### config.mk
export PLATFORM = sky130hd
export DESIGN_NAME = axi_stream_strip_header_flat
export DESIGN_NICKNAME = d
export VERILOG_FILES = /design/src/rtl/axis_pkg.sv /design/src/rtl/axi_stream_strip_header_if.sv /design/src/rtl/axis_out_slice.sv /design/src/rtl/axi_stream_strip_header.sv /design/src/flat_wrapper.sv
export SDC_FILE = /design/constraint.sdc
export NUM_CORES = 1
export LEC_CHECK = 0
export CAP_MARGIN = 40
export CORE_MARGIN = 2
export CORE_UTILIZATION = 35
export DETAILED_ROUTE_END_ITERATION = 10
export PLACE_DENSITY = 0.59
export SLEW_MARGIN = 15
export SYNTH_ARGS = -nofsm -noshare
export SYNTH_HDL_FRONTEND = slang
export SYNTH_SLANG_ARGS = --single-unit
### constraint.sdc
create_clock -name clk -period 4.6 [get_ports clk]
set_input_delay 0.92 -clock clk [delete_from_list [all_inputs] [get_ports clk]]
set_output_delay 0.92 -clock clk [all_outputs]
set_load 0.03 [all_outputs]
### src/rtl/axis_pkg.sv
// Shared types, defaults and byte-enable helpers for the AXI-Stream header
// strip path.
package axis_pkg;

    localparam int DEF_DATA_WD      = 32;
    localparam int DEF_DATA_BYTE_WD = DEF_DATA_WD / 8;
    localparam int DEF_BYTE_CNT_WD  = $clog2(DEF_DATA_BYTE_WD);
    localparam int DEF_CNT_W        = DEF_BYTE_CNT_WD + 1;

    typedef logic [DEF_DATA_WD-1:0]      data_t;
    typedef logic [DEF_DATA_BYTE_WD-1:0] keep_t;
    typedef logic [DEF_CNT_W-1:0]        cnt_t;

    typedef enum logic [1:0] {
        IDLE  = 2'd0,
        HDR   = 2'd1,
        BODY  = 2'd2,
        FLUSH = 2'd3
    } state_e;

    // n ones packed against the MSB (byte 0 side)
    function automatic keep_t keep_msb(cnt_t n);
        keep_t k;
        k = '0;
        for (int i = 0; i < DEF_DATA_BYTE_WD; i++)
            if (i < int'(n)) k[DEF_DATA_BYTE_WD-1-i] = 1'b1;
        return k;
    endfunction

    // n ones packed against the LSB
    function automatic keep_t keep_lsb(cnt_t n);
        keep_t k;
        k = '0;
        for (int i = 0; i < DEF_DATA_BYTE_WD; i++)
            if (i < int'(n)) k[i] = 1'b1;
        return k;
    endfunction

    function automatic cnt_t popcount_keep(keep_t keep);
        cnt_t c;
        c = '0;
        for (int i = 0; i < DEF_DATA_BYTE_WD; i++)
            c = c + cnt_t'(keep[i]);
        return c;
    endfunction

    // Zero every byte whose enable is clear so shifted garbage never leaks
    function automatic data_t mask_data(data_t d, keep_t keep);
        data_t m;
        m = d;
        for (int i = 0; i < DEF_DATA_BYTE_WD; i++)
            if (!keep[DEF_DATA_BYTE_WD-1-i]) m[DEF_DATA_WD-1-8*i -: 8] = 8'h00;
        return m;
    endfunction

endpackage

### src/rtl/axi_stream_strip_header_if.sv
// Single AXI-Stream channel: payload plus valid/ready handshake.
interface axi_stream_strip_header_if #(
    parameter int DATA_WD = axis_pkg::DEF_DATA_WD
) ();
    localparam int DATA_BYTE_WD = DATA_WD / 8;

    logic                    valid;
    logic [DATA_WD-1:0]      data;
    logic [DATA_BYTE_WD-1:0] keep;
    logic                    last;
    logic                    ready;

    modport master (output valid, data, keep, last, input ready);
    modport slave  (input valid, data, keep, last, output ready);
endinterface

### src/rtl/axis_out_slice.sv
// Single-entry registered output stage; holds its beat stable under
// backpressure and tells the core when a new beat may be loaded.
module axis_out_slice #(
    parameter int DATA_WD      = axis_pkg::DEF_DATA_WD,
    parameter int DATA_BYTE_WD = DATA_WD / 8
) (
    input  logic                    clk,
    input  logic                    rst,
    input  logic                    push,
    input  logic [DATA_WD-1:0]      data,
    input  logic [DATA_BYTE_WD-1:0] keep,
    input  logic                    last,
    output logic                    can_accept,
    axi_stream_strip_header_if.master m
);

    // Load only when empty or the held beat is leaving this cycle
    assign can_accept = !m.valid || m.ready;

    // Output register; a load without push empties the slice
    always_ff @(posedge clk or posedge rst) begin
        if (rst) begin
            m.valid <= 1'b0;
            m.data  <= '0;
            m.keep  <= '0;
            m.last  <= 1'b0;
        end else if (can_accept) begin
            m.valid <= push;
            m.data  <= push ? data : '0;
            m.keep  <= push ? keep : '0;
            m.last  <= push & last;
        end
    end

endmodule

### src/rtl/axi_stream_strip_header.sv
// Strips the first N bytes of each packet onto a header sideband and
// re-packs the remaining payload MSB-aligned on the output stream.
module axi_stream_strip_header
    import axis_pkg::*;
#(
    parameter int DATA_WD      = DEF_DATA_WD,
    parameter int DATA_BYTE_WD = DATA_WD / 8,
    parameter int BYTE_CNT_WD  = $clog2(DATA_BYTE_WD)
) (
    input  logic                    clk,
    input  logic                    rst,
    axi_stream_strip_header_if.slave  s_in,
    axi_stream_strip_header_if.master m_out,
    input  logic                    valid_strip,
    input  logic [BYTE_CNT_WD:0]    byte_strip_cnt,
    output logic                    ready_strip,
    output logic                    valid_header,
    output logic [DATA_WD-1:0]      header_out,
    output logic [DATA_BYTE_WD-1:0] keep_header,
    output logic                    header_short
);

    localparam int CNT_W = BYTE_CNT_WD + 1;
    localparam logic [CNT_W-1:0] FULL = CNT_W'(DATA_BYTE_WD);

    state_e                  state, state_next;
    logic [CNT_W-1:0]        n_q, n_next, rem_q, rem_next;
    logic [CNT_W-1:0]        r, k, wk, cmd_n;
    logic [CNT_W+2:0]        sh_n, sh_r, sh_wk;
    logic [DATA_WD-1:0]      residue, res_next, d;
    logic [DATA_WD-1:0]      push_data, hdr_data;
    logic [DATA_BYTE_WD-1:0] push_keep, hdr_keep;
    logic                    push, push_last, hdr_load, hdr_short;
    logic                    can_accept, ready_in, beat;

    // r: residue bytes carried between beats; shifts are in bits
    assign r     = FULL - n_q;
    assign k     = popcount_keep(s_in.keep);
    assign wk    = FULL - k;
    assign sh_n  = {n_q, 3'b000};
    assign sh_r  = {r, 3'b000};
    assign sh_wk = {wk, 3'b000};
    assign d     = mask_data(s_in.data, s_in.keep);
    assign cmd_n = (byte_strip_cnt > FULL) ? FULL : byte_strip_cnt;

    assign ready_strip = (state == IDLE) && !rst;
    assign ready_in    = ((state == HDR) || (state == BODY)) && can_accept;
    assign s_in.ready  = ready_in;
    assign beat        = s_in.valid && ready_in;

    // State register
    always_ff @(posedge clk or posedge rst) begin
        if (rst) state <= IDLE;
        else     state <= state_next;
    end

    // Next state, output-beat composition and header capture
    always_comb begin
        state_next = state;
        n_next     = n_q;
        rem_next   = rem_q;
        res_next   = residue;
        push       = 1'b0;
        push_data  = '0;
        push_keep  = '0;
        push_last  = 1'b0;
        hdr_load   = 1'b0;
        hdr_data   = '0;
        hdr_keep   = '0;
        hdr_short  = 1'b0;
        case (state)
            IDLE: begin
                if (valid_strip) begin
                    n_next     = cmd_n;
                    rem_next   = '0;
                    res_next   = '0;
                    state_next = HDR;
                end
            end
            HDR: begin
                if (beat) begin
                    hdr_load = 1'b1;
                    hdr_data = d >> sh_r;
                    hdr_keep = keep_lsb(n_q);
                    res_next = d << sh_n;
                    if (!s_in.last) begin
                        // N=0 forwards beat 0 directly rather than parking it
                        if (n_q == '0) begin
                            push      = 1'b1;
                            push_data = d;
                            push_keep = '1;
                            res_next  = '0;
                        end
                        state_next = BODY;
                    end else if (k > n_q) begin
                        push       = 1'b1;
                        push_data  = d << sh_n;
                        push_keep  = keep_msb(k - n_q);
                        push_last  = 1'b1;
                        res_next   = '0;
                        state_next = IDLE;
                    end else begin
                        // Packet ended inside the header: report what arrived
                        hdr_data   = d >> sh_wk;
                        hdr_keep   = keep_lsb(k);
                        hdr_short  = 1'b1;
                        res_next   = '0;
                        state_next = IDLE;
                    end
                end
            end
            BODY: begin
                if (beat) begin
                    push = 1'b1;
                    if (n_q == '0) begin
                        push_data = d;
                        push_keep = s_in.last ? keep_msb(k) : '1;
                        push_last = s_in.last;
                        if (s_in.last) state_next = IDLE;
                    end else begin
                        push_data = residue | (d >> sh_r);
                        push_keep = '1;
                        res_next  = d << sh_n;
                        if (s_in.last) begin
                            if (k <= n_q) begin
                                push_keep  = keep_msb(r + k);
                                push_last  = 1'b1;
                                res_next   = '0;
                                state_next = IDLE;
                            end else begin
                                // Tail spills past this word; drain it next
                                rem_next   = k - n_q;
                                state_next = FLUSH;
                            end
                        end
                    end
                end
            end
            FLUSH: begin
                if (can_accept) begin
                    push       = 1'b1;
                    push_data  = residue;
                    push_keep  = keep_msb(rem_q);
                    push_last  = 1'b1;
                    res_next   = '0;
                    state_next = IDLE;
                end
            end
            default: state_next = IDLE;
        endcase
    end

    // Packet context and header sideband registers
    always_ff @(posedge clk or posedge rst) begin
        if (rst) begin
            n_q          <= '0;
            rem_q        <= '0;
            residue      <= '0;
            valid_header <= 1'b0;
            header_out   <= '0;
            keep_header  <= '0;
            header_short <= 1'b0;
        end else begin
            n_q          <= n_next;
            rem_q        <= rem_next;
            residue      <= res_next;
            valid_header <= hdr_load;
            if (hdr_load) begin
                header_out   <= hdr_data;
                keep_header  <= hdr_keep;
                header_short <= hdr_short;
            end
        end
    end

    axis_out_slice #(
        .DATA_WD     (DATA_WD),
        .DATA_BYTE_WD(DATA_BYTE_WD)
    ) u_out_slice (
        .clk       (clk),
        .rst       (rst),
        .push      (push),
        .data      (push_data),
        .keep      (push_keep),
        .last      (push_last),
        .can_accept(can_accept),
        .m         (m_out)
    );

endmodule

### src/flat_wrapper.sv
// flat-port wrapper written by rule: the top's interface ports become plain ports
module axi_stream_strip_header_flat import axis_pkg::*;
#(
    parameter int DATA_WD      = DEF_DATA_WD,
    parameter int DATA_BYTE_WD = DATA_WD / 8,
    parameter int BYTE_CNT_WD  = $clog2(DATA_BYTE_WD)
)
  (clk, rst, valid_strip, byte_strip_cnt, ready_strip, valid_header, header_out, keep_header, header_short, s_in_valid, s_in_data, s_in_keep, s_in_last, s_in_ready, m_out_valid, m_out_data, m_out_keep, m_out_last, m_out_ready);
  axi_stream_strip_header_if #(.DATA_WD(DATA_WD)) s_in_i ();
  axi_stream_strip_header_if #(.DATA_WD(DATA_WD)) m_out_i ();
  input  logic clk;
  input  logic rst;
  input  logic valid_strip;
  input  logic [BYTE_CNT_WD:0] byte_strip_cnt;
  output logic ready_strip;
  output logic valid_header;
  output logic [DATA_WD-1:0] header_out;
  output logic [DATA_BYTE_WD-1:0] keep_header;
  output logic header_short;
  input wire logic [$bits(s_in_i.valid)-1:0] s_in_valid;
  input wire logic [$bits(s_in_i.data)-1:0] s_in_data;
  input wire logic [$bits(s_in_i.keep)-1:0] s_in_keep;
  input wire logic [$bits(s_in_i.last)-1:0] s_in_last;
  output wire logic [$bits(s_in_i.ready)-1:0] s_in_ready;
  output wire logic [$bits(m_out_i.valid)-1:0] m_out_valid;
  output wire logic [$bits(m_out_i.data)-1:0] m_out_data;
  output wire logic [$bits(m_out_i.keep)-1:0] m_out_keep;
  output wire logic [$bits(m_out_i.last)-1:0] m_out_last;
  input wire logic [$bits(m_out_i.ready)-1:0] m_out_ready;
  assign s_in_i.valid = s_in_valid;
  assign s_in_i.data = s_in_data;
  assign s_in_i.keep = s_in_keep;
  assign s_in_i.last = s_in_last;
  assign s_in_ready = s_in_i.ready;
  assign m_out_valid = m_out_i.valid;
  assign m_out_data = m_out_i.data;
  assign m_out_keep = m_out_i.keep;
  assign m_out_last = m_out_i.last;
  assign m_out_i.ready = m_out_ready;
  axi_stream_strip_header #(.DATA_WD(DATA_WD), .DATA_BYTE_WD(DATA_BYTE_WD), .BYTE_CNT_WD(BYTE_CNT_WD)) u_core (.clk(clk), .rst(rst), .s_in(s_in_i), .m_out(m_out_i), .valid_strip(valid_strip), .byte_strip_cnt(byte_strip_cnt), .ready_strip(ready_strip), .valid_header(valid_header), .header_out(header_out), .keep_header(keep_header), .header_short(header_short));
endmodule
==> results of run 1 <==
[sequential cells by signal, summed over array words and instances, names as in the netlist]
name and flops:
u_core.u_out_slice.m.keep 4, u_core.residue 32, u_core.u_out_slice.m.data 32, u_core.u_out_slice.m.valid 1, u_core.header_short 1, u_core.header_out 32
u_core.rem_q 3, u_core.keep_header 4, u_core.u_out_slice.m.last 1, u_core.state 2, u_core.valid_header 1, u_core.n_q 3
[layout make-up]
class	instances	area, µm²	area share
repair buffers	158	1550	0.159
clock inverters	11	150	0.0154
inverters	29	111	0.0114
well taps	275	344	0.0352
multi-input cells	666	4230	0.433
clock buffers	21	480	0.0492
flip-flops and latches	116	2900	0.297
[per-layer routing]
metal	up-vias	GRT usage
met3	58	0.0554
li1	3546	-
met5	-	0
met4	0	0.104
met1	3686	0.378
met2	442	0.360
[where the power goes]
group | internal (mW) | switching [mW]
Combinational | 1.19 | 2.22
Sequential | 1.24 | 0.134
Clock | 0.909 | 0.515
Total | 3.34 | 2.86
[per-stage QoR]
step                worst slack [ns]  area, µm²  hold slack [ns]
floorplan                     0.0218       7550            0.450
global placement              0.0741       9100            0.462
detailed placement           -0.0324       9140            0.471
CTS                            0.337       9770            0.483
global route                   0.154       9770            0.503
finish                         0.314       9770            0.480
[how the worst min path moves through the flow]
stage / from / endpoint
floorplan: u_core.residue[0]$_DFFE_PP0P_ / u_core.residue[0]$_DFFE_PP0P_
global placement: u_core.residue[31]$_DFFE_PP0P_ / u_core.residue[31]$_DFFE_PP0P_
detailed placement: u_core.residue[16]$_DFFE_PP0P_ / u_core.residue[16]$_DFFE_PP0P_
CTS: u_core.residue[16]$_DFFE_PP0P_ / u_core.residue[16]$_DFFE_PP0P_
global route: u_core.header_out[14]$_DFFE_PP0P_ / u_core.header_out[14]$_DFFE_PP0P_
finish: u_core.keep_header[2]$_DFFE_PP0P_ / u_core.keep_header[2]$_DFFE_PP0P_
[cells by family after synthesis]
group           Yosys count  share of synthesized area
compound gates          363                      0.331
simple gates            265                      0.168
buf+inv                 106                     0.0567
xor+xnor                  5                    0.00580
flops                   116                      0.384
mux                      16                     0.0239
fa+ha+maj                17                     0.0302
[synthesized netlist by cell type (3+ instances only)]
cell,number,area share
sky130_fd_sc_hd__o22ai_1,19,0.016
sky130_fd_sc_hd__a22oi_1,6,0.0060
sky130_fd_sc_hd__a21oi_1,43,0.029
sky130_fd_sc_hd__nand2b_1,17,0.014
sky130_fd_sc_hd__xnor2_1,4,0.0046
sky130_fd_sc_hd__nand4_1,8,0.0066
sky130_fd_sc_hd__buf_1,6,0.0030
sky130_fd_sc_hd__buf_6,3,0.0045
sky130_fd_sc_hd__or2_2,4,0.0033
sky130_fd_sc_hd__o22a_1,6,0.0070
sky130_fd_sc_hd__a222oi_1,8,0.011
sky130_fd_sc_hd__o21ai_1,21,0.014
sky130_fd_sc_hd__mux2_2,11,0.016
sky130_fd_sc_hd__ha_1,15,0.025
sky130_fd_sc_hd__nand2_2,3,0.0025
sky130_fd_sc_hd__a221oi_1,6,0.0070
sky130_fd_sc_hd__nand2_1,125,0.062
sky130_fd_sc_hd__clkbuf_1,62,0.031
sky130_fd_sc_hd__dfrtp_1,116,0.38
sky130_fd_sc_hd__nor2_1,27,0.013
sky130_fd_sc_hd__o21a_1,16,0.016
sky130_fd_sc_hd__o21ai_0,100,0.066
sky130_fd_sc_hd__a211o_1,8,0.0093
sky130_fd_sc_hd__o211ai_1,32,0.032
sky130_fd_sc_hd__a32oi_1,8,0.0093
sky130_fd_sc_hd__o211a_1,8,0.011
sky130_fd_sc_hd__nand3_1,52,0.034
sky130_fd_sc_hd__a31oi_1,15,0.012
sky130_fd_sc_hd__nor3_1,6,0.0040
sky130_fd_sc_hd__a22oi_2,8,0.013
sky130_fd_sc_hd__inv_1,27,0.013
sky130_fd_sc_hd__and2_1,3,0.0025
sky130_fd_sc_hd__mux2i_1,3,0.0040
sky130_fd_sc_hd__nor2b_1,4,0.0033
sky130_fd_sc_hd__buf_2,6,0.0040
sky130_fd_sc_hd__o221ai_1,34,0.039
[worst min-delay path: cells and delay by family, from the launching register on]
kind / cells / cell delay (ns)
AO/OA/AOI/OAI: 1 / 0.06
flip-flops: 1 / 0.34
AND/OR/NAND/NOR: 1 / 0.04
[placed cells by master (no fill, tap or decap), types with 4 or more instances in the layout]
| cell type | synthesis | routed |
|---|---|---|
| sky130_fd_sc_hd__o21a_1 | 16 | 16 |
| sky130_fd_sc_hd__buf_4 | 0 | 31 |
| sky130_fd_sc_hd__dfrtp_1 | 116 | 115 |
| sky130_fd_sc_hd__nor3_1 | 6 | 6 |
| sky130_fd_sc_hd__o211ai_1 | 32 | 32 |
| sky130_fd_sc_hd__clkdlybuf4s50_1 | 0 | 122 |
| sky130_fd_sc_hd__buf_12 | 0 | 4 |
| sky130_fd_sc_hd__a21oi_1 | 43 | 43 |
| sky130_fd_sc_hd__nand4_1 | 8 | 8 |
| sky130_fd_sc_hd__a222oi_1 | 8 | 8 |
| sky130_fd_sc_hd__o221ai_1 | 34 | 34 |
| sky130_fd_sc_hd__o21ai_0 | 100 | 100 |
| sky130_fd_sc_hd__a211o_1 | 8 | 8 |
| sky130_fd_sc_hd__xnor2_1 | 4 | 4 |
| sky130_fd_sc_hd__nand2b_1 | 17 | 17 |
| sky130_fd_sc_hd__or2_2 | 4 | 4 |
| sky130_fd_sc_hd__nor2_1 | 27 | 27 |
| sky130_fd_sc_hd__ha_1 | 15 | 15 |
| sky130_fd_sc_hd__o22ai_1 | 19 | 19 |
| sky130_fd_sc_hd__nand2_1 | 125 | 125 |
| sky130_fd_sc_hd__a221oi_1 | 6 | 6 |
| sky130_fd_sc_hd__nand3_1 | 52 | 52 |
| sky130_fd_sc_hd__inv_1 | 27 | 26 |
| sky130_fd_sc_hd__a22oi_1 | 6 | 6 |
| sky130_fd_sc_hd__o22a_1 | 6 | 6 |
| sky130_fd_sc_hd__clkinvlp_4 | 0 | 5 |
| sky130_fd_sc_hd__a22oi_2 | 8 | 8 |
| sky130_fd_sc_hd__clkbuf_8 | 0 | 4 |
| sky130_fd_sc_hd__o211a_1 | 8 | 8 |
| sky130_fd_sc_hd__a32oi_1 | 8 | 8 |
| sky130_fd_sc_hd__mux2_2 | 11 | 11 |
| sky130_fd_sc_hd__clkbuf_16 | 0 | 17 |
| sky130_fd_sc_hd__o21ai_1 | 21 | 21 |
| sky130_fd_sc_hd__a31oi_1 | 15 | 15 |
==> results by stage, run 1 <==
Job:
- Max-cap violations in this run came to 0.

Global route:
- The initial antenna violation count is 0.
- Entering global routing, the biggest net connects between 80 and 90 pins.
- The global-route wire length before repair is about 43000 µm.
- The total track usage is 0.256.
- For this run the aggregate overflow at the end of global routing stands at 0.
- The via count of the first global-routing pass is approximately 7100.

Timing:
- The sum of negative setup slack is 0 ns.
- The clock skew is about 0.0067 ns.
- The tightest slew margin relative to the limit is 0.476.
- The final clock period utilization by the worst path is 0.932.
- Setup violations remaining at the end of the flow were counted as 0.
- Based on the critical path, the design can be clocked at up to 233 MHz.
- The number of max-slew violations in the final report is 0.
- The pin slew with the least headroom to its limit is about 0.8 ns.
- Setup repair after global routing left no endpoint under its margin.
- Subtracting the final worst setup slack from the clock period gives ~4.3 ns.
- The count of endpoints failing hold in the final timing report is 0.

Floorplan:
- For this configuration, the core starts out at a cell density of 0.358.
- From left edge to right edge, the die measures roughly 150 µm.
- The initialized floorplan defines 53 standard-cell rows.
- The die is ~150 µm tall.
- The count of boundary I/O pins is ~120.
- The area of the die is between 0.02 and 0.025 mm².
- The placeable core area is 0.0211 mm².

Synth:
- The flop and latch count out of synthesis is 116.
- Yosys mapped a number of flops with a built-in enable equal to 0.
- The number of instances in the synthesized netlist is slightly below 900.
- In this run, distinct cell masters in the synthesized netlist total 74.
- Each instance of the synthesized netlist takes up on average 8.50 µm².
- The area of the mapped netlist is between 0.007 and 0.008 mm².
- The share of synthesized area occupied by flip-flops and latches is 0.384.
- The dominant synthesized flop cell is sky130_fd_sc_hd__dfrtp_1.
- The number of nets handed over by synthesis was 950.
- The async set-reset flop share out of synthesis is 1.00.
- The Yosys step of the flow raised 0 warnings.

Drt:
- The wire length the detailed router placed on met1 is 12700 µm.
- The number of vias per cell after detailed routing is between 6 and 7.
- The length of the first detailed-routing pass in iterations is 6.
- The met2 layer wire length in the routed design is about 12000 µm.
- The uppermost signal routing layer after detailed routing is met4.
- For this block, the initial DRC count from the detailed router was about 1000.
- The number of remaining DRC errors is 0.
- The routed design has about 29000 µm of wire.
- The met3 wirelength from detailed routing is just under 3000 µm.
- The average wire per cell in the routed design is approximately 23 µm.
- Detailed routing inserted a total of slightly below 8000 vias.
- The number of antenna-violating nets in the routed design is 0.

Power:
- The power density over the cells is 636 mW/mm².
- The analysis attributes to cell leakage a power of roughly 3.7 nW.
- Total power for the finished layout comes to between 6 and 7 mW.
- The maximum VDD drop is ~300 µV.

Final layout:
- The count of nets after finishing is around 1100.
- The repair_antennas step left the layout with diodes totalling 0.
- Compared with the post-synthesis result, the final layout area differs by 29.3%.
- The finished layout holds 1276 standard cells, fillers aside.
- The filler cell count is ~2100.
- The share of cells above drive strength 1 is 0.112.
- The final core area utilization is 0.463.

Critical path:
- The critical path is of the in -> reg type.
- In this run the critical register-to-register path is captured at u_core.residue[31]$_DFFE_PP0P_.
- The logic depth of the worst register-to-register path is 8.
- The type of origin of the critical path is an input port.
- The buffer and inverter count on the worst path is 4.
- The master of the slowest instance on the critical path is sky130_fd_sc_hd__or3_1.
- The data required time of the critical path is 4.93 ns.
- Traced cell by cell, the critical path runs through clkdlybuf4s50_1, ha_1, inv_1, fa_1, inv_1, ha_1, nand2b_1, nor3_1, nor4_4, buf_4, or3_1, o21ai_0.
- The startpoint of the worst register-to-register path is u_core.n_q[2]$_DFFE_PP0P_.
- In this run the worst setup path begins at s_in_keep[1].
- Counting buffers and inverters, the worst setup path is 12 cells deep.
- Setup slack on the worst reg-to-reg path comes out at 1.30 ns.
- The endpoint kind of the worst setup timing path is a flip-flop.
- The end point of the critical path is u_core.residue[31]$_DFFE_PP0P_.
- The arrival time at the worst endpoint is about 4.6 ns.
- The maximum cell stage delay along the critical path is 0.64 ns.
- In this design, the largest share of critical-path delay is due to simple AND/OR/NAND/NOR gates.
- The largest fanout on the critical path is 16.

Clock tree:
- The cell sitting at the root of the clock tree is a sky130_fd_sc_hd__clkbuf_16.
- The clock tree from TritonCTS is done.
- CTS saw around 120 sinks.
- The clock transition time at the flip-flop clock pins of the worst setup and hold paths is around 0.050 ns.
- After clock tree synthesis, the repair step resized 0 gates.
- The post-CTS setup repair buffer count is 0.
- The number of clock buffers added by TritonCTS is 17.
- The number of buffers on the longest clock path is 2.
- The clock tree synthesis step divided the H-tree into 4 levels.
- For this design, the CTS-stage hold fixing added 0 buffers.
- The clock latency on the worst-skew pair is around 0.43 ns.

Place:
- The quantity of I/O buffers inserted on ports is around 120.
- The detailed-placement wirelength estimate is 20700 µm.
- The placed cell count is 1244.
- The congestion estimate from routability-driven global placement came to just over 0.9.

Hold path:
- The number of cells on the worst hold path is 2.
- In this run the worst hold path is classified as reg -> reg.

Run status:
- The run finished with clean final reports.
Power figures use the tool's default switching activity.
==> run 2, diff against run 1 <==
--- a/config.mk
+++ b/config.mk
@@ -7,9 +7,9 @@
 export LEC_CHECK = 0
 export CAP_MARGIN = 40
 export CORE_MARGIN = 2
-export CORE_UTILIZATION = 35
+export CORE_UTILIZATION = 40
 export DETAILED_ROUTE_END_ITERATION = 10
-export PLACE_DENSITY = 0.59
+export PLACE_DENSITY = 0.66
 export SLEW_MARGIN = 15
 export SYNTH_ARGS = -nofsm -noshare
 export SYNTH_HDL_FRONTEND = slang
==> run 2 against run 1 <==
  * Sequential share of layout area is essentially flat
  * Clock power grew 6%
  * Utilization grew 6.0 points
  * Routed wire length shrank 2.7%
  * Setup slack gained 0.10 ns
  * Total power grew 1.5%
  * Largest cell class unchanged
  * Cell count shrank 3.3%
  * Critical endpoint is now u_core.header_out[20]$_DFFE_PP0P_
  * Highest routed layer unchanged
==> results by stage, run 2 (synthesis results as in run 1) <==
Run status:
- Result of the run: complete, no violations (unchanged).

Drt:
- The average wire per cell in the routed design is 22.7 µm (was 22.5 µm).
- The length of the first detailed-routing pass in iterations came to 8 (was 6).
- The number of antenna-violating nets in the routed design is 0 (unchanged).
- The met2 layer wire length in the routed design is 11800 µm (was 12100 µm).
- The number of remaining DRC errors is 0 (unchanged).
- The violation count after the first detailed-route iteration was 1179 (was 1012).
- The total number of vias is 7916 (was 7732).
- The total routed wirelength was 28000 µm (was 28700 µm).
- The uppermost signal routing layer after detailed routing is met4 (unchanged).
- The number of vias per cell after detailed routing came to 6.41 (was 6.06).
- The met3 wirelength from detailed routing is 2970 µm (was 2960 µm).
- The wire length the detailed router placed on met1 was 12300 µm (was 12700 µm).

Place:
- The detailed-placement wirelength estimate is 19800 µm (was 20700 µm).
- The weighted congestion reported at the end of routability-driven placement came to 0.962 (was 0.933).
- The area of placed instances is 0.00910 mm² (was 0.00914 mm²).
- The placed cell count is 1203 (was 1244).
- The quantity of I/O buffers inserted on ports is 122 (unchanged).

Floorplan:
- The starting density of the core came to 0.405 (was 0.358).
- The count of boundary I/O pins is 123 (unchanged).
- The number of placement rows came to 50 (was 53).
- The floorplan die width is 141 µm (was 151 µm).
- The area of the die came to 0.0200 mm² (was 0.0228 mm²).
- The chip height is 141 µm (was 151 µm).
- The placeable core area is 0.0186 mm² (was 0.0211 mm²).

Global route:
- The initial antenna violation count is 0 (unchanged).
- The via count of the first global-routing pass was 7124 (was 7125).
- The global-route wire length before repair is 42500 µm (was 43200 µm).
- The total track usage is 0.278 (was 0.256).
- The global route total overflow was 0 (unchanged).
- The maximum number of pins on one net before global-route repair is 83 (was 84).

Clock tree:
- The clock tree from TritonCTS is done (unchanged).
- The clock latency on the worst-skew pair is 0.44 ns (was 0.43 ns).
- The number of buffers created by CTS is 17 (unchanged).
- The clock transition time at the flip-flop clock pins of the worst setup and hold paths is 0.05 ns (about the same).
- The master cell of the clock root buffer is sky130_fd_sc_hd__clkbuf_16 (unchanged).
- The number of buffers on the longest clock path was 2 (unchanged).
- The quantity of gates resized following cts came to 0 (unchanged).
- The total number of H-tree levels is 4 (unchanged).
- The post-CTS setup repair buffer count is 0 (unchanged).
- The number of hold buffers added after CTS is 0 (unchanged).
- The number of clock sinks is 116 (unchanged).

Power:
- The maximum VDD drop is 320 µV (was 303 µV).
- The part of the total power dissipated in sequential elements is 0.219 (was 0.222).
- The fraction of power spent switching nets is 0.451 (was 0.461).
- The combinational fraction of design power is 0.542 (was 0.549).
- The internal power is 3.46 mW (was 3.34 mW).
- The portion of total power attributed to the clock network is 0.239 (was 0.229).
- The leakage power summed over all cells was 3.76 nW (was 3.73 nW).
- The net switching power of the design is 2.84 mW (was 2.86 mW).
- The power density over the cells came to 645 mW/mm² (was 636 mW/mm²).

Critical path:
- The logic depth of the worst register-to-register path was 7 (was 8).
- The path type of the worst setup path was in -> reg (unchanged).
- The endpoint of the worst-slack reg-to-reg timing path is u_core.u_out_slice.m.data[14]$_DFFE_PP0N_ (was u_core.residue[31]$_DFFE_PP0P_).
- The end point of the critical path is u_core.header_out[20]$_DFFE_PP0P_ (was u_core.residue[31]$_DFFE_PP0P_).
- The type of origin of the critical path is an input port (unchanged).
- The worst-case register-to-register setup slack is 1.13 ns (was 1.30 ns).
- The data required time of the critical path is 4.89 ns (was 4.93 ns).
- The arrival time at the worst endpoint is 4.47 ns (was 4.61 ns).
- The largest fanout on the critical path is 9 (was 16).
- The endpoint kind of the worst setup timing path was a flip-flop (unchanged).
- The origin of the worst setup path is s_in_keep[0] (was s_in_keep[1]).
- The startpoint of the worst register-to-register path is u_core.n_q[1]$_DFFE_PP0P_ (was u_core.n_q[2]$_DFFE_PP0P_).

Hold path:
- The number of cells on the worst hold path came to 2 (unchanged).
- The worst min-delay path class is reg -> reg (unchanged).

Timing:
- The count of endpoints failing hold in the final timing report is 0 (unchanged).
- The tightest slew margin relative to the limit is 0.432 (was 0.476).
- The setup-violating endpoint count in the final report was 0 (unchanged).
- The final hold slack is 0.477 ns (was 0.480 ns).
- The clock skew is 0.00576 ns (was 0.00670 ns).
- The sum of negative setup slack is 0 ns (unchanged).
- The upper clock frequency limit is 239 MHz (was 233 MHz).
- The shortest clock period the worst path allows after layout came to 4.18 ns (was 4.29 ns).
- RSZ-0062 raised after global routing: no (unchanged).
- The pin slew with the least headroom to its limit is 0.846 ns (was 0.786 ns).
- The number of max-slew violations in the final report came to 0 (unchanged).
- The final clock period utilization by the worst path is 0.909 (was 0.932).

Final layout:
- The non-filler instance count after layout is 1234 (was 1276).
- The share of cells above drive strength 1 is 0.109 (was 0.112).
- The post-route cell area was 0.00976 mm² (was 0.00977 mm²).
- The area growth from synthesis to layout is 29.3% (about the same).
- The most common cell after layout, fill and taps aside was sky130_fd_sc_hd__nand2_1 (unchanged).
- Top flop regs: u_core.header_out: 32 flops, u_core.residue: 32 flops, u_core.u_out_slice.m.data: 32 flops (unchanged).
- The total inserted antenna cells is 0 (unchanged).
- Top library cells by usage in the layout, fill and taps aside: 125 x sky130_fd_sc_hd__nand2_1, 122 x sky130_fd_sc_hd__clkdlybuf4s50_1, 115 x sky130_fd_sc_hd__dfrtp_1 (unchanged).
- The count of nets after finishing is 1050 (unchanged).

Job:
- The total of max-cap violations is 0 (unchanged).
## run 2: changes by cell type in the layout (fill, tap and decap cells not counted)
cell / delta
sky130_fd_sc_hd__clkinv_4: -1
sky130_fd_sc_hd__buf_16: +1
sky130_fd_sc_hd__bufinv_16: +2
sky130_fd_sc_hd__clkinvlp_4: -4
sky130_fd_sc_hd__buf_4: -2
sky130_fd_sc_hd__buf_2: +1
sky130_fd_sc_hd__clkbuf_1: +2
## run 2: power by group through the flow
stage | combinational, mW | clock [mW] | sequential (mW)
detailed placement | 3.33 | 0 | 1.40
global placement | 3.29 | 0 | 1.39
global route | 3.65 | 1.56 | 1.41
CTS | 3.35 | 1.51 | 1.38
floorplan | 1.91 | 0 | 1.68
finish | 3.41 | 1.51 | 1.38
## run 2: area by class of cell
cell class	instances	area [µm²]
clock buffers	23	488
clock inverters	8	171
fillers	1734	8880
inverters	29	111
multi-input cells	666	4230
flip-flops and latches	116	2900
well taps	234	293
repair buffers	158	1570
## run 2: worst max-delay path, cell delays in order
cell	delay (ns)
sky130_fd_sc_hd__clkdlybuf4s50_1	0.45
sky130_fd_sc_hd__ha_1	0.30
sky130_fd_sc_hd__inv_1	0.04
sky130_fd_sc_hd__fa_1	0.40
sky130_fd_sc_hd__inv_1	0.12
sky130_fd_sc_hd__ha_1	0.20
sky130_fd_sc_hd__ha_1	0.19
sky130_fd_sc_hd__inv_1	0.09
sky130_fd_sc_hd__o31a_4	0.37
sky130_fd_sc_hd__or4_4	0.61
sky130_fd_sc_hd__buf_4	0.18
sky130_fd_sc_hd__mux2_4	0.29
sky130_fd_sc_hd__nand2_2	0.15
sky130_fd_sc_hd__o221ai_1	0.14
## run 2: worst min-delay path by stage
stage,start,endpoint
2_1_floorplan,u_core.residue[0]$_DFFE_PP0P_,u_core.residue[0]$_DFFE_PP0P_
3_5_place_dp,u_core.residue[7]$_DFFE_PP0P_,u_core.residue[7]$_DFFE_PP0P_
4_1_cts,u_core.header_out[16]$_DFFE_PP0P_,u_core.header_out[16]$_DFFE_PP0P_
5_1_grt,u_core.header_out[16]$_DFFE_PP0P_,u_core.header_out[16]$_DFFE_PP0P_
3_3_place_gp,u_core.residue[31]$_DFFE_PP0P_,u_core.residue[31]$_DFFE_PP0P_
6_report,u_core.header_out[30]$_DFFE_PP0P_,u_core.header_out[30]$_DFFE_PP0P_
## run 2: layer usage
| layer | track usage | up-vias |
|---|---|---|
| li1 | - | 3551 |
| met1 | 0.409 | 3801 |
| met2 | 0.396 | 501 |
| met3 | 0.0651 | 63 |
| met4 | 0.104 | 0 |
| met5 | 0 | - |
## run 2: metrics by stage
stage	utilization	setup WS, ns	total power, mW
after floorplan	-	0.0218	3.59
after global placement	0.486	0.0807	4.68
after detailed placement	0.488	0.0254	4.73
after CTS	0.524	0.438	6.25
after global routing	0.524	0.198	6.63
final	0.524	0.418	6.30
